**config.mk**
```make
export PLATFORM = sky130hd
export DESIGN_NAME = instr_fetch
export DESIGN_NICKNAME = d
export VERILOG_FILES = /design/src/rtl/instr_fetch.sv
export SDC_FILE = /design/constraint.sdc
export NUM_CORES = 1
export LEC_CHECK = 0
export CELL_PAD_IN_SITES_DETAIL_PLACEMENT = 0
export CELL_PAD_IN_SITES_GLOBAL_PLACEMENT = 2
export CORE_MARGIN = 10
export CORE_UTILIZATION = 25
export DETAILED_ROUTE_END_ITERATION = 12
export GPL_ROUTABILITY_DRIVEN = 0
export PLACE_DENSITY_LB_ADDON = 0.1
export SLEW_MARGIN = 20
export SYNTH_ARGS = -nofsm -noshare
export SYNTH_HDL_FRONTEND = slang
export SYNTH_SLANG_ARGS = --single-unit
```
**constraint.sdc**
```tcl
create_clock -name clk -period 3.96 [get_ports clk]
set_input_delay 0.792 -clock clk [delete_from_list [all_inputs] [get_ports clk]]
set_output_delay 0.792 -clock clk [all_outputs]
set_load 0.01 [all_outputs]
```
**src/rtl/instr_fetch.sv**
```systemverilog
// Instruction fetch stage: owns the PC, issues single outstanding word requests to
// instruction memory and buffers each returned instruction, with its PC, for decode.
module instr_fetch #(
  parameter logic [31:0] PC_RESET = 32'h0000_0000
) (
  input  logic        clk,
  input  logic        rst,
  output logic        imem_req_valid,
  input  logic        imem_req_ready,
  output logic [31:0] imem_req_addr,
  input  logic        imem_rsp_valid,
  input  logic [31:0] imem_rsp_data,
  input  logic        redirect_valid,
  input  logic [31:0] redirect_pc,
  output logic        if_valid,
  input  logic        if_ready,
  output logic [31:0] if_instr,
  output logic [31:0] if_pc,
  output logic [5:0]  if_opcode
);

  typedef enum logic [1:0] {
    S_REQ  = 2'd0,
    S_WAIT = 2'd1,
    S_DROP = 2'd2
  } state_t;

  state_t      state_q, state_d;
  logic [31:0] pc_q, pc_d;
  logic [31:0] req_pc_q, req_pc_d;
  logic        if_valid_q, if_valid_d;
  logic [31:0] if_instr_q, if_instr_d;
  logic [31:0] if_pc_q, if_pc_d;

  logic req_fire;
  logic out_hs;

  always_comb begin
    state_d        = state_q;
    pc_d           = pc_q;
    req_pc_d       = req_pc_q;
    if_valid_d     = if_valid_q;
    if_instr_d     = if_instr_q;
    if_pc_d        = if_pc_q;
    // Only issue when the out buffer is free (or draining) so WAIT never sees it full
    imem_req_valid = (state_q == S_REQ) && !rst && !redirect_valid &&
                     (!if_valid_q || if_ready);
    imem_req_addr  = pc_q;
    req_fire       = imem_req_valid && imem_req_ready;
    out_hs         = if_valid_q && if_ready;

    if (redirect_valid) begin
      pc_d       = redirect_pc & ~32'd3;
      if_valid_d = 1'b0;
      unique case (state_q)
        S_WAIT, S_DROP: state_d = imem_rsp_valid ? S_REQ : S_DROP;
        default:        state_d = S_REQ;
      endcase
    end else begin
      if (out_hs) if_valid_d = 1'b0;
      unique case (state_q)
        S_REQ: begin
          if (req_fire) begin
            req_pc_d = pc_q;
            pc_d     = pc_q + 32'd4;
            state_d  = S_WAIT;
          end
        end
        S_WAIT: begin
          if (imem_rsp_valid) begin
            if_instr_d = imem_rsp_data;
            if_pc_d    = req_pc_q;
            if_valid_d = 1'b1;
            state_d    = S_REQ;
          end
        end
        S_DROP: begin
          if (imem_rsp_valid) state_d = S_REQ;
        end
        default: state_d = S_REQ;
      endcase
    end
  end

  always_ff @(posedge clk) begin
    if (rst) begin
      state_q    <= S_REQ;
      pc_q       <= PC_RESET;
      if_valid_q <= 1'b0;
      if_instr_q <= 32'd0;
      if_pc_q    <= 32'd0;
    end else begin
      state_q    <= state_d;
      pc_q       <= pc_d;
      if_valid_q <= if_valid_d;
      if_instr_q <= if_instr_d;
      if_pc_q    <= if_pc_d;
    end
  end

  // req_pc is only consumed after a request handshake, so it needs no reset
  always_ff @(posedge clk) begin
    req_pc_q <= req_pc_d;
  end

  assign if_valid  = if_valid_q;
  assign if_instr  = if_instr_q;
  assign if_pc     = if_pc_q;
  assign if_opcode = if_instr_q[31:26];

endmodule
```
==> parameters.txt, run 1 <==
Parameter                              Value

Status
  Status    finished clean

Floorplan
  Die Outline Area    26300 sq um
  I/O pin count    174
  Chip Width    162 um
  Die boundary height    162 um
  Starting density of the core    0.257
  Standard-cell row count    51
  Area of the core region    19700 sq um

STA
  Setup TNS after final layout    0 ns
  Final hold slack    0.451 ns
  Hold violation total from the final report    0
  FMAX    324 MHz
  Setup repair after global routing missed its margin    no
  Final worst slack    0.876 ns
  Setup-failing EPs final    0
  Tightest slew margin relative to the limit    0.446
  Final worst path period need    3.08 ns
  Max-slew violation total from the final report    0
  Part of the cycle the worst path needs    0.779
  Final clock skew    0.00706 ns
  Slew @ Worst Pin    0.823 ns

Setup path
  Most prevalent standard cell on the critical path    sky130_fd_sc_hd__clkdlybuf4s50_1
  Worst reg2reg setup slack    1.63 ns
  Type of element capturing the critical path    output pin
  Buffering stage count on the worst path with inverters included    2
  Kind of launch point of the worst setup path    input port
  Cells along the critical path    clkdlybuf4s50_1 -> nand2b_1 -> and3_1 -> clkdlybuf4s50_1
  Largest driver fanout on the critical path    5
  Critical path's largest stage delay    0.57 ns
  Required time of the worst setup path    3.17 ns
  Arrival time reported for the critical path endpoint    2.29 ns
  Critical Setup Path Class    in2out
  Category of cells accounting for the largest share of critical-path delay    buffers and inverters
  Cell with the largest stage delay on the worst path    sky130_fd_sc_hd__clkdlybuf4s50_1

Clock tree
  Clock Root Buffer    sky130_fd_sc_hd__clkbuf_16
  Latest clock arrival within the worst-skew pair    0.41 ns
  H-tree depth    4
  TritonCTS sink count    125
  Cts-stage hold buffer count    0
  Post-CTS repair timing setup buffer count    0
  Worst-case clock buffer depth    2
  Clock transition at the registers of the reported paths    0.05 ns
  Clock tree from TritonCTS    built
  TritonCTS buffer count    17
  Resized Gates After CTS    0

Global routing
  GRT Resource Usage Total    0.128
  Global-route wire length before repair    26100 um
  Gr ovfl total    0
  Pin count of the biggest net entering global routing    52
  Vias in the first global route    4539
  Antenna violations before repair    1

Synth
  Distinct cells, synth    50
  Average footprint of a synthesized cell    9.04 sq um
  Proportion of synthesized chip area in sequential cells    0.555
  Register bit total from synthesis    125
  Main area contributors after synthesis    sky130_fd_sc_hd__dfxtp_1 38%, sky130_fd_sc_hd__edfxtp_1 18%, sky130_fd_sc_hd__nand2_1 10%
  Syn. warnings    0
  Area of the mapped netlist    5050 sq um
  Library cell with the largest summed area after synthesis    sky130_fd_sc_hd__dfxtp_1
  Top_reg_cell synth    sky130_fd_sc_hd__dfxtp_1
  Ys async rst share    0
  Area share of the largest cell type after synthesis    0.377
  Number of enable-type register cells in the synthesized netlist    30
  Gate count after technology mapping    558

Detailed routing
  Violation count after the first detailed-routing iteration    194
  DRT Wirelength    17000 um
  DRC viols    0
  Detailed-route via count    4485
  Average via count per standard cell    4.53
  Residual antenna-violating net count after detailed routing    0
  First-pass DRT Iterations    4
  WL per Instance    17.2 um

Placed design
  Number of input and output port buffers inserted    167
  DP Worst Slack    0.892 ns
  Post-place instance area    6940 sq um
  Placed instance count    958
  HPWL after DPL    12100 um

Finish
  Layout fillers    1991
  Area overhead of the layout relative to synthesis    50.1%
  Most common library cell in the layout ignoring fill and taps    sky130_fd_sc_hd__clkdlybuf4s50_1
  Final cell count without fillers    990
  Fraction of final layout cells sized beyond drive strength 1    0.0662
  Total non-filler cell area in the finished layout    7580 sq um
  # diodes    0
  Final core utilization    0.385
  Nets    785
  Most frequent cells in the layout    165 x sky130_fd_sc_hd__clkdlybuf4s50_1, 136 x sky130_fd_sc_hd__nand2_1, 95 x sky130_fd_sc_hd__dfxtp_1, 81 x sky130_fd_sc_hd__a21oi_1, 30 x sky130_fd_sc_hd__edfxtp_1

Worst hold path
  Class of the most critical hold timing path    reg2reg

Flow run
  Max Cap Violations    0

Pwr
  Pwr/cell area    439 nW/um^2
  Largest voltage drop on the vdd net    303 uV
  Overall power of the completed layout    3.33 mW
  Lkg Pwr    2.57 nW
cell families after synthesis:
| logic type | count (synthesis) | synth area share |
|---|---|---|
| AND/OR/NAND/NOR | 230 | 0.213 |
| buffers and inverters | 56 | 0.0501 |
| multiplexers | 3 | 0.00620 |
| flip-flops | 125 | 0.555 |
| adder cells (fa/ha/maj) | 3 | 0.00744 |
| AO/OA/AOI/OAI | 126 | 0.143 |
| XOR/XNOR | 14 | 0.0243 |
| other | 1 | 0.000743 |
state kept, by name (all words and copies together), names as in the netlist:
register       flops
if_instr          32
if_pc             30
imem_req_addr     30
req_pc_q          30
state_q            2
if_valid           1
routing by layer:
layer  part of all wire  up-vias  track usage
li1                   -     2236            -
met1               0.43     2094        0.151
met2               0.46      138        0.204
met3              0.093       15       0.0622
met4             0.0086        2       0.0327
met5             0.0011        -            0
cell type report:
class,instances,area [sq um],share of cell area
flip-flops and latches,125,2800,0.370
repair buffers,174,1740,0.230
multi-input cells,380,2010,0.265
well taps,265,332,0.0438
clock inverters,13,195,0.0258
clock buffers,19,443,0.0585
inverters,14,52.6,0.00694
worst paths after layout:
kind | from | end | cells past startpoint
hold reg to reg | if_pc[13]$_SDFFE_PP0P_ | if_pc[13]$_SDFFE_PP0P_ | 2
hold / removal | if_pc[13]$_SDFFE_PP0P_ | if_pc[13]$_SDFFE_PP0P_ | 2
setup reg to reg | state_q[0]$_SDFFE_PP0P_ | imem_req_addr[3]$_SDFFE_PP0P_ | 9
setup / recovery | if_ready | imem_req_valid | 4
synth_stat cells, drive strengths merged (2+ instances only):
cell type  number
a21oi          81
a22oi           8
a2bb2oi         2
a31oi           4
a32oi           3
and3            6
and4            2
buf            15
clkbuf         27
dfxtp          95
edfxtp         30
ha              3
inv            14
mux2i           2
nand2         137
nand3           9
nand3b          3
nand4          18
nor2           29
nor2b           9
nor3            2
nor4            4
o21a            6
o21ai          10
o22ai           6
or2             2
or3             3
xnor2           6
xor2            8
power breakdown:
| part | internal [mW] | total [mW] | switching [mW] |
|---|---|---|---|
| clock network | 1.12 | 1.69 | 0.566 |
| logic | 0.138 | 0.250 | 0.112 |
| registers | 1.34 | 1.39 | 0.0416 |
| total | 2.61 | 3.33 | 0.720 |
tightest hold or removal path, cell delays in order, from the launching register on:
cell and delay, ns:
sky130_fd_sc_hd__dfxtp_1 0.30, sky130_fd_sc_hd__nand2_1 0.05, sky130_fd_sc_hd__a21oi_1 0.05
(Power assumes the default switching activity.)
==> run 2, diff against run 1 <==
- clock period: 3.96 -> 3.2 ns (I/O delays scaled with it)
==> parameters.txt, run 2 (synthesis results as in run 1) <==
Parameter                              Value

Status
  Status    finished clean

Detailed routing
  Routed wl met3    1420 um (-11%)
  DRC viols    0 (unchanged)
  Length of routed wiring on met1    7560 um (+2.4%)
  WL per Instance    16.9 um (-1.7%)
  Average via count per standard cell    4.49 (-0.84%)
  Residual antenna-violating net count after detailed routing    0 (unchanged)
  First-pass DRT Iterations    4 (unchanged)
  Detailed-route via count    4461 (-0.54%)
  DR top layer    met5
  Violation count after the first detailed-routing iteration    210 (+8.2%)
  DRT Wirelength    16800 um (-1.4%)
  Wire length on met2    7590 um (-3.7%)

Pwr
  Pwr/cell area    520 nW/um^2 (+18%)
  Lkg Pwr    2.55 nW (-0.56%)
  Largest voltage drop on the vdd net    354 uV (+17%)

Finish
  Number of flip-flops in the largest register    32 (unchanged)
  Fraction of final layout cells sized beyond drive strength 1    0.0755 (+0.00934)
  Area overhead of the layout relative to synthesis    49.8%
  # diodes    0 (unchanged)
  Nets    788 (+0.38%)
  Most common library cell in the layout ignoring fill and taps    sky130_fd_sc_hd__clkdlybuf4s50_1
  Final cell count without fillers    993 (+0.30%)
  Total non-filler cell area in the finished layout    7560 sq um (-0.25%)
  Layout fillers    2053 (+3.1%)
  Most frequent cells in the layout    165 x sky130_fd_sc_hd__clkdlybuf4s50_1, 136 x sky130_fd_sc_hd__nand2_1, 95 x sky130_fd_sc_hd__dfxtp_1, 81 x sky130_fd_sc_hd__a21oi_1, 30 x sky130_fd_sc_hd__edfxtp_1

Worst hold path
  Hold path startpoint    if_instr[2]$_SDFFE_PP0P_
  Class of the most critical hold timing path    reg2reg
  Worst hold path stage count    2 (unchanged)

Floorplan
  Standard-cell row count    51 (unchanged)
  Chip Width    162 um (unchanged)
  Die boundary height    162 um (unchanged)
  I/O pin count    174 (unchanged)
  Area of the core region    19700 sq um (unchanged)
  Die Outline Area    26300 sq um (unchanged)
  Starting density of the core    0.257 (unchanged)

Placed design
  Post-place instance area    6970 sq um (+0.51%)
  HPWL after DPL    12200 um (+1.0%)
  Number of input and output port buffers inserted    167 (unchanged)
  Placed instance count    961 (+0.31%)

STA
  Setup TNS after final layout    0 ns (unchanged)
  Final worst path period need    2.62 ns
  Final hold slack    0.452 ns (+0.000833 ns)
  FMAX    382 MHz
  Max-slew violation total from the final report    0 (unchanged)
  Slew @ Worst Pin    0.766 ns (-0.0570 ns)
  Final clock skew    0.00958 ns (+0.00251 ns)
  Setup repair after global routing missed its margin    no
  Hold violation total from the final report    0 (unchanged)
  Part of the cycle the worst path needs    0.817
  Tightest slew margin relative to the limit    0.485 (+0.0383)
  Setup-failing EPs final    0 (unchanged)

Setup path
  Kind of launch point of the worst setup path    input port
  Required time of the worst setup path    2.56 ns (-0.61 ns)
  Timing startpoint of the critical path    rst
  Largest driver fanout on the critical path    50 (+45)
  Origin of the critical flop-to-flop path    state_q[0]$_SDFFE_PP0P_
  Type of element capturing the critical path    output pin
  Arrival time reported for the critical path endpoint    1.98 ns (-0.31 ns)
  Critical Setup Path Class    in2out
  Register-to-Register Path Depth    8 (-1)

Clock tree
  TritonCTS buffer count    17 (unchanged)
  Clock transition at the registers of the reported paths    0.06 ns (about the same)
  TritonCTS sink count    125 (unchanged)
  Clock Root Buffer    sky130_fd_sc_hd__clkbuf_16
  Cts-stage hold buffer count    0 (unchanged)
  H-tree depth    4 (unchanged)
  Resized Gates After CTS    0 (unchanged)
  Clock tree from TritonCTS    built
  Latest clock arrival within the worst-skew pair    0.41 ns (about the same)
  Worst-case clock buffer depth    2 (unchanged)
  Post-CTS repair timing setup buffer count    0 (unchanged)

Global routing
  Pin count of the biggest net entering global routing    51 (-1.9%)
  Gr ovfl total    0 (unchanged)
  Global-route wire length before repair    25700 um (-1.5%)
  Vias in the first global route    4450 (-2.0%)
  GRT Resource Usage Total    0.126 (-0.00251)
  Antenna violations before repair    1 (unchanged)

Flow run
  Max Cap Violations    0 (unchanged)
## run 2: layout make-up
class	count	area, sq um	share of cell area
Clock buffer	18	439	0.0581
Clock inverter	14	145	0.0192
Inverter	14	52.6	0.00695
Multi-Input combinational cell	380	2010	0.266
Sequential cell	125	2800	0.371
Tap cell	265	332	0.0439
Timing Repair Buffer	177	1780	0.235
## run 2: per-layer routing
metal  global-route usage  up-vias
li1                     -     2237
met3               0.0574       15
met5                    0        -
met2                0.194      127
met1                0.152     2080
met4               0.0422        2
## run 2: worst paths after layout
kind | end | slack, ns
hold reg to reg | if_instr[2]$_SDFFE_PP0P_ | 0.45
setup / recovery | imem_req_valid | 0.58
hold / removal | if_instr[2]$_SDFFE_PP0P_ | 0.45
setup reg to reg | imem_req_addr[7]$_SDFFE_PP0P_ | 0.96
## run 2: critical path: stages
cell and delay (ns):
sky130_fd_sc_hd__buf_4 0.47, sky130_fd_sc_hd__nor2_1 0.15, sky130_fd_sc_hd__and3_1 0.21, sky130_fd_sc_hd__clkdlybuf4s50_1 0.49
## run 2: power breakdown
part	internal [mW]	switching, mW
Sequential	1.66	0.0510
Combinational	0.172	0.138
Clock	1.17	0.739
## run 2: per-stage QoR
stage	power [mW]	utilization	worst slack (ns)
after floorplan	1.86	-	0.945
final	3.93	0.385	0.584
after CTS	4.00	0.385	0.552
after global placement	2.06	0.355	0.408
after detailed placement	2.06	0.355	0.370
after global routing	4.09	0.385	0.469
==> run 3, diff against run 2 <==
- clock period: 3.2 -> 2.5 ns (I/O delays scaled with it)
==> parameters.txt, run 3 (synthesis results as in run 1) <==
Parameter                              Value

Clock tree
  TritonCTS sink count    125 (unchanged)
  Worst-case clock buffer depth    2 (unchanged)
  TritonCTS buffer count    17 (unchanged)
  Post-CTS repair timing setup buffer count    0 (unchanged)
  Latest clock arrival within the worst-skew pair    0.41 ns (about the same)
  Clock Root Buffer    sky130_fd_sc_hd__clkbuf_16
  Clock transition at the registers of the reported paths    0.06 ns (about the same)
  Cts-stage hold buffer count    0 (unchanged)
  Clock tree from TritonCTS    built
  Resized Gates After CTS    0 (unchanged)
  H-tree depth    4 (unchanged)

Setup path
  Register-to-Register Path Depth    8 (unchanged)
  Buffering stage count on the worst path with inverters included    2 (unchanged)
  Critical path's largest stage delay    0.55 ns (+0.06 ns)
  Arrival time reported for the critical path endpoint    1.84 ns (-0.14 ns)
  Cell with the largest stage delay on the worst path    sky130_fd_sc_hd__clkdlybuf4s50_1
  Critical Setup Path Class    in2out
  Cells along the critical path    clkdlybuf4s50_1 -> nand2b_1 -> and3_1 -> clkdlybuf4s50_1
  Worst r2r dst    imem_req_addr[7]$_SDFFE_PP0P_
  Kind of launch point of the worst setup path    input port
  Type of element capturing the critical path    output pin
  Origin of the critical flop-to-flop path    state_q[0]$_SDFFE_PP0P_
  Worst reg2reg setup slack    0.39 ns (-0.57 ns)
  Most prevalent standard cell on the critical path    sky130_fd_sc_hd__clkdlybuf4s50_1
  Required time of the worst setup path    2.00 ns (-0.56 ns)
  Largest driver fanout on the critical path    3 (-94%)
  Category of cells accounting for the largest share of critical-path delay    buffers and inverters

Finish
  Final core utilization    0.389 (+0.00452)
  Layout fillers    2025 (-1.4%)
  Final cell count without fillers    1004 (+1.1%)
  # diodes    0 (unchanged)
  Number of flip-flops in the largest register    32 (unchanged)
  Area overhead of the layout relative to synthesis    51.5%
  Nets    799 (+1.4%)
  Sequential cell area    2800 sq um (unchanged)
  Multi-input gate area in the final layout    2010 sq um (unchanged)
  Fraction of final layout cells sized beyond drive strength 1    0.0880 (+0.0124)
  Most frequent cells in the layout    165 x sky130_fd_sc_hd__clkdlybuf4s50_1, 136 x sky130_fd_sc_hd__nand2_1, 95 x sky130_fd_sc_hd__dfxtp_1, 81 x sky130_fd_sc_hd__a21oi_1, 30 x sky130_fd_sc_hd__edfxtp_1
  Total non-filler cell area in the finished layout    7650 sq um (+1.2%)
  Most common library cell in the layout ignoring fill and taps    sky130_fd_sc_hd__clkdlybuf4s50_1

STA
  FMAX    428 MHz
  Tightest slew margin relative to the limit    0.560 (+0.0755)
  Part of the cycle the worst path needs    0.935
  Setup TNS after final layout    0 ns (unchanged)
  Hold violation total from the final report    0 (unchanged)
  Setup repair after global routing missed its margin    no
  Final clock skew    0.00849 ns (-0.00109 ns)
  Setup-failing EPs final    0 (unchanged)
  Slew @ Worst Pin    0.660 ns (-0.106 ns)
  Final worst path period need    2.34 ns
  Max-slew violation total from the final report    0 (unchanged)

Floorplan
  Chip Width    162 um (unchanged)
  Die Outline Area    26300 sq um (unchanged)
  Area of the core region    19700 sq um (unchanged)
  I/O pin count    174 (unchanged)
  Standard-cell row count    51 (unchanged)
  Die boundary height    162 um (unchanged)
  Starting density of the core    0.257 (unchanged)

Pwr
  Cell Int Power    3.98 mW (+33%)
  Lkg Pwr    2.63 nW (+2.9%)
  Switching fraction of total power    0.229 (-0.00755)
  Comb pwr share    0.080 (about the same)
  Pwr/cell area    675 nW/um^2 (+30%)
  Switching component of the power    1.18 mW (+27%)
  Reg power frac    0.424 (-0.012)
  Clock share of power    0.497 (+0.012)
  Largest voltage drop on the vdd net    440 uV (+24%)

Placed design
  HPWL after DPL    12300 um (+1.0%)
  Placed instance count    972 (+1.1%)
  Post-place instance area    7030 sq um (+0.83%)
  Number of input and output port buffers inserted    167 (unchanged)

Worst hold path
  Class of the most critical hold timing path    reg2reg
  Destination of the worst hold path    if_instr[14]$_SDFFE_PP0P_
  Worst hold path stage count    2 (unchanged)
  Hold path startpoint    if_instr[14]$_SDFFE_PP0P_

Global routing
  Gr ovfl total    0 (unchanged)
  Pin count of the biggest net entering global routing    57 (+12%)
  Global-route wire length before repair    26200 um (+1.8%)
  Vias in the first global route    4517 (+1.5%)
  GRT Resource Usage Total    0.127 (+0.00106)
  Antenna violations before repair    0 (-1)

Detailed routing
  Violation count after the first detailed-routing iteration    176 (-16%)
  WL per Instance    16.7 um (-1.3%)
  Residual antenna-violating net count after detailed routing    0 (unchanged)
  Average via count per standard cell    4.43 (-1.5%)
  DRC viols    0 (unchanged)
  Detailed-route via count    4445 (-0.36%)
  First-pass DRT Iterations    4 (unchanged)
  DRT Wirelength    16700 um (-0.21%)

Flow run
  Max Cap Violations    0 (unchanged)

Status
  Status    finished clean
run 3: how the worst max path moves through the flow:
stage / from / to / slack, ns / depth (start not counted)
6_report: if_ready / imem_req_valid / 0.16 / 4
5_1_grt: if_ready / imem_req_valid / 0.13 / 4
4_1_cts: if_ready / imem_req_valid / 0.17 / 4
3_5_place_dp: imem_req_ready / imem_req_addr[28]$_SDFFE_PP0P_ / 0.11 / 8
3_3_place_gp: imem_req_ready / imem_req_addr[7]$_SDFFE_PP0P_ / 0.15 / 7
2_1_floorplan: redirect_valid / imem_req_addr[28]$_SDFFE_PP0P_ / 0.39 / 8
run 3: area by class of cell:
type                    count  share of cell area
repair buffers            188               0.240
multi-input cells         380               0.263
inverters                  14             0.00687
well taps                 265              0.0434
flip-flops and latches    125               0.367
clock buffers              19              0.0592
clock inverters            13              0.0213
run 3: power by group through the flow:
stage          combinational (mW)  clock (mW)  sequential (mW)
3_3_place_gp                0.417           0             2.23
4_1_cts                     0.420        2.64             2.19
3_5_place_dp                0.418           0             2.23
5_1_grt                     0.451        2.74             2.20
2_1_floorplan               0.151           0             2.23
6_report                    0.411        2.56             2.19
run 3: worst register-to-register path: stages, from the launching register on:
cell	delay [ns]
sky130_fd_sc_hd__dfxtp_1	0.33
sky130_fd_sc_hd__inv_1	0.06
sky130_fd_sc_hd__ha_1	0.25
sky130_fd_sc_hd__and4bb_2	0.27
sky130_fd_sc_hd__nand2_2	0.12
sky130_fd_sc_hd__inv_2	0.13
sky130_fd_sc_hd__nor2_1	0.52
sky130_fd_sc_hd__o21ai_0	0.19
sky130_fd_sc_hd__a31oi_1	0.18
run 3: metrics by stage:
stage / hold slack (ns) / power [mW] / setup WS, ns
5_1_grt: 0.469 / 5.39 / 0.131
2_1_floorplan: 0.468 / 2.38 / 0.385
6_report: 0.452 / 5.16 / 0.163
3_3_place_gp: 0.442 / 2.65 / 0.154
3_5_place_dp: 0.447 / 2.65 / 0.107
4_1_cts: 0.455 / 5.25 / 0.168
run 3: routing by layer:
metal / vias to the layer above / share of wire / global-route usage
li1: 2262 / - / -
met1: 2050 / 0.45 / 0.150
met2: 121 / 0.45 / 0.200
met3: 12 / 0.089 / 0.0614
met4: 0 / 0.0087 / 0.0352
met5: - / 0 / 0
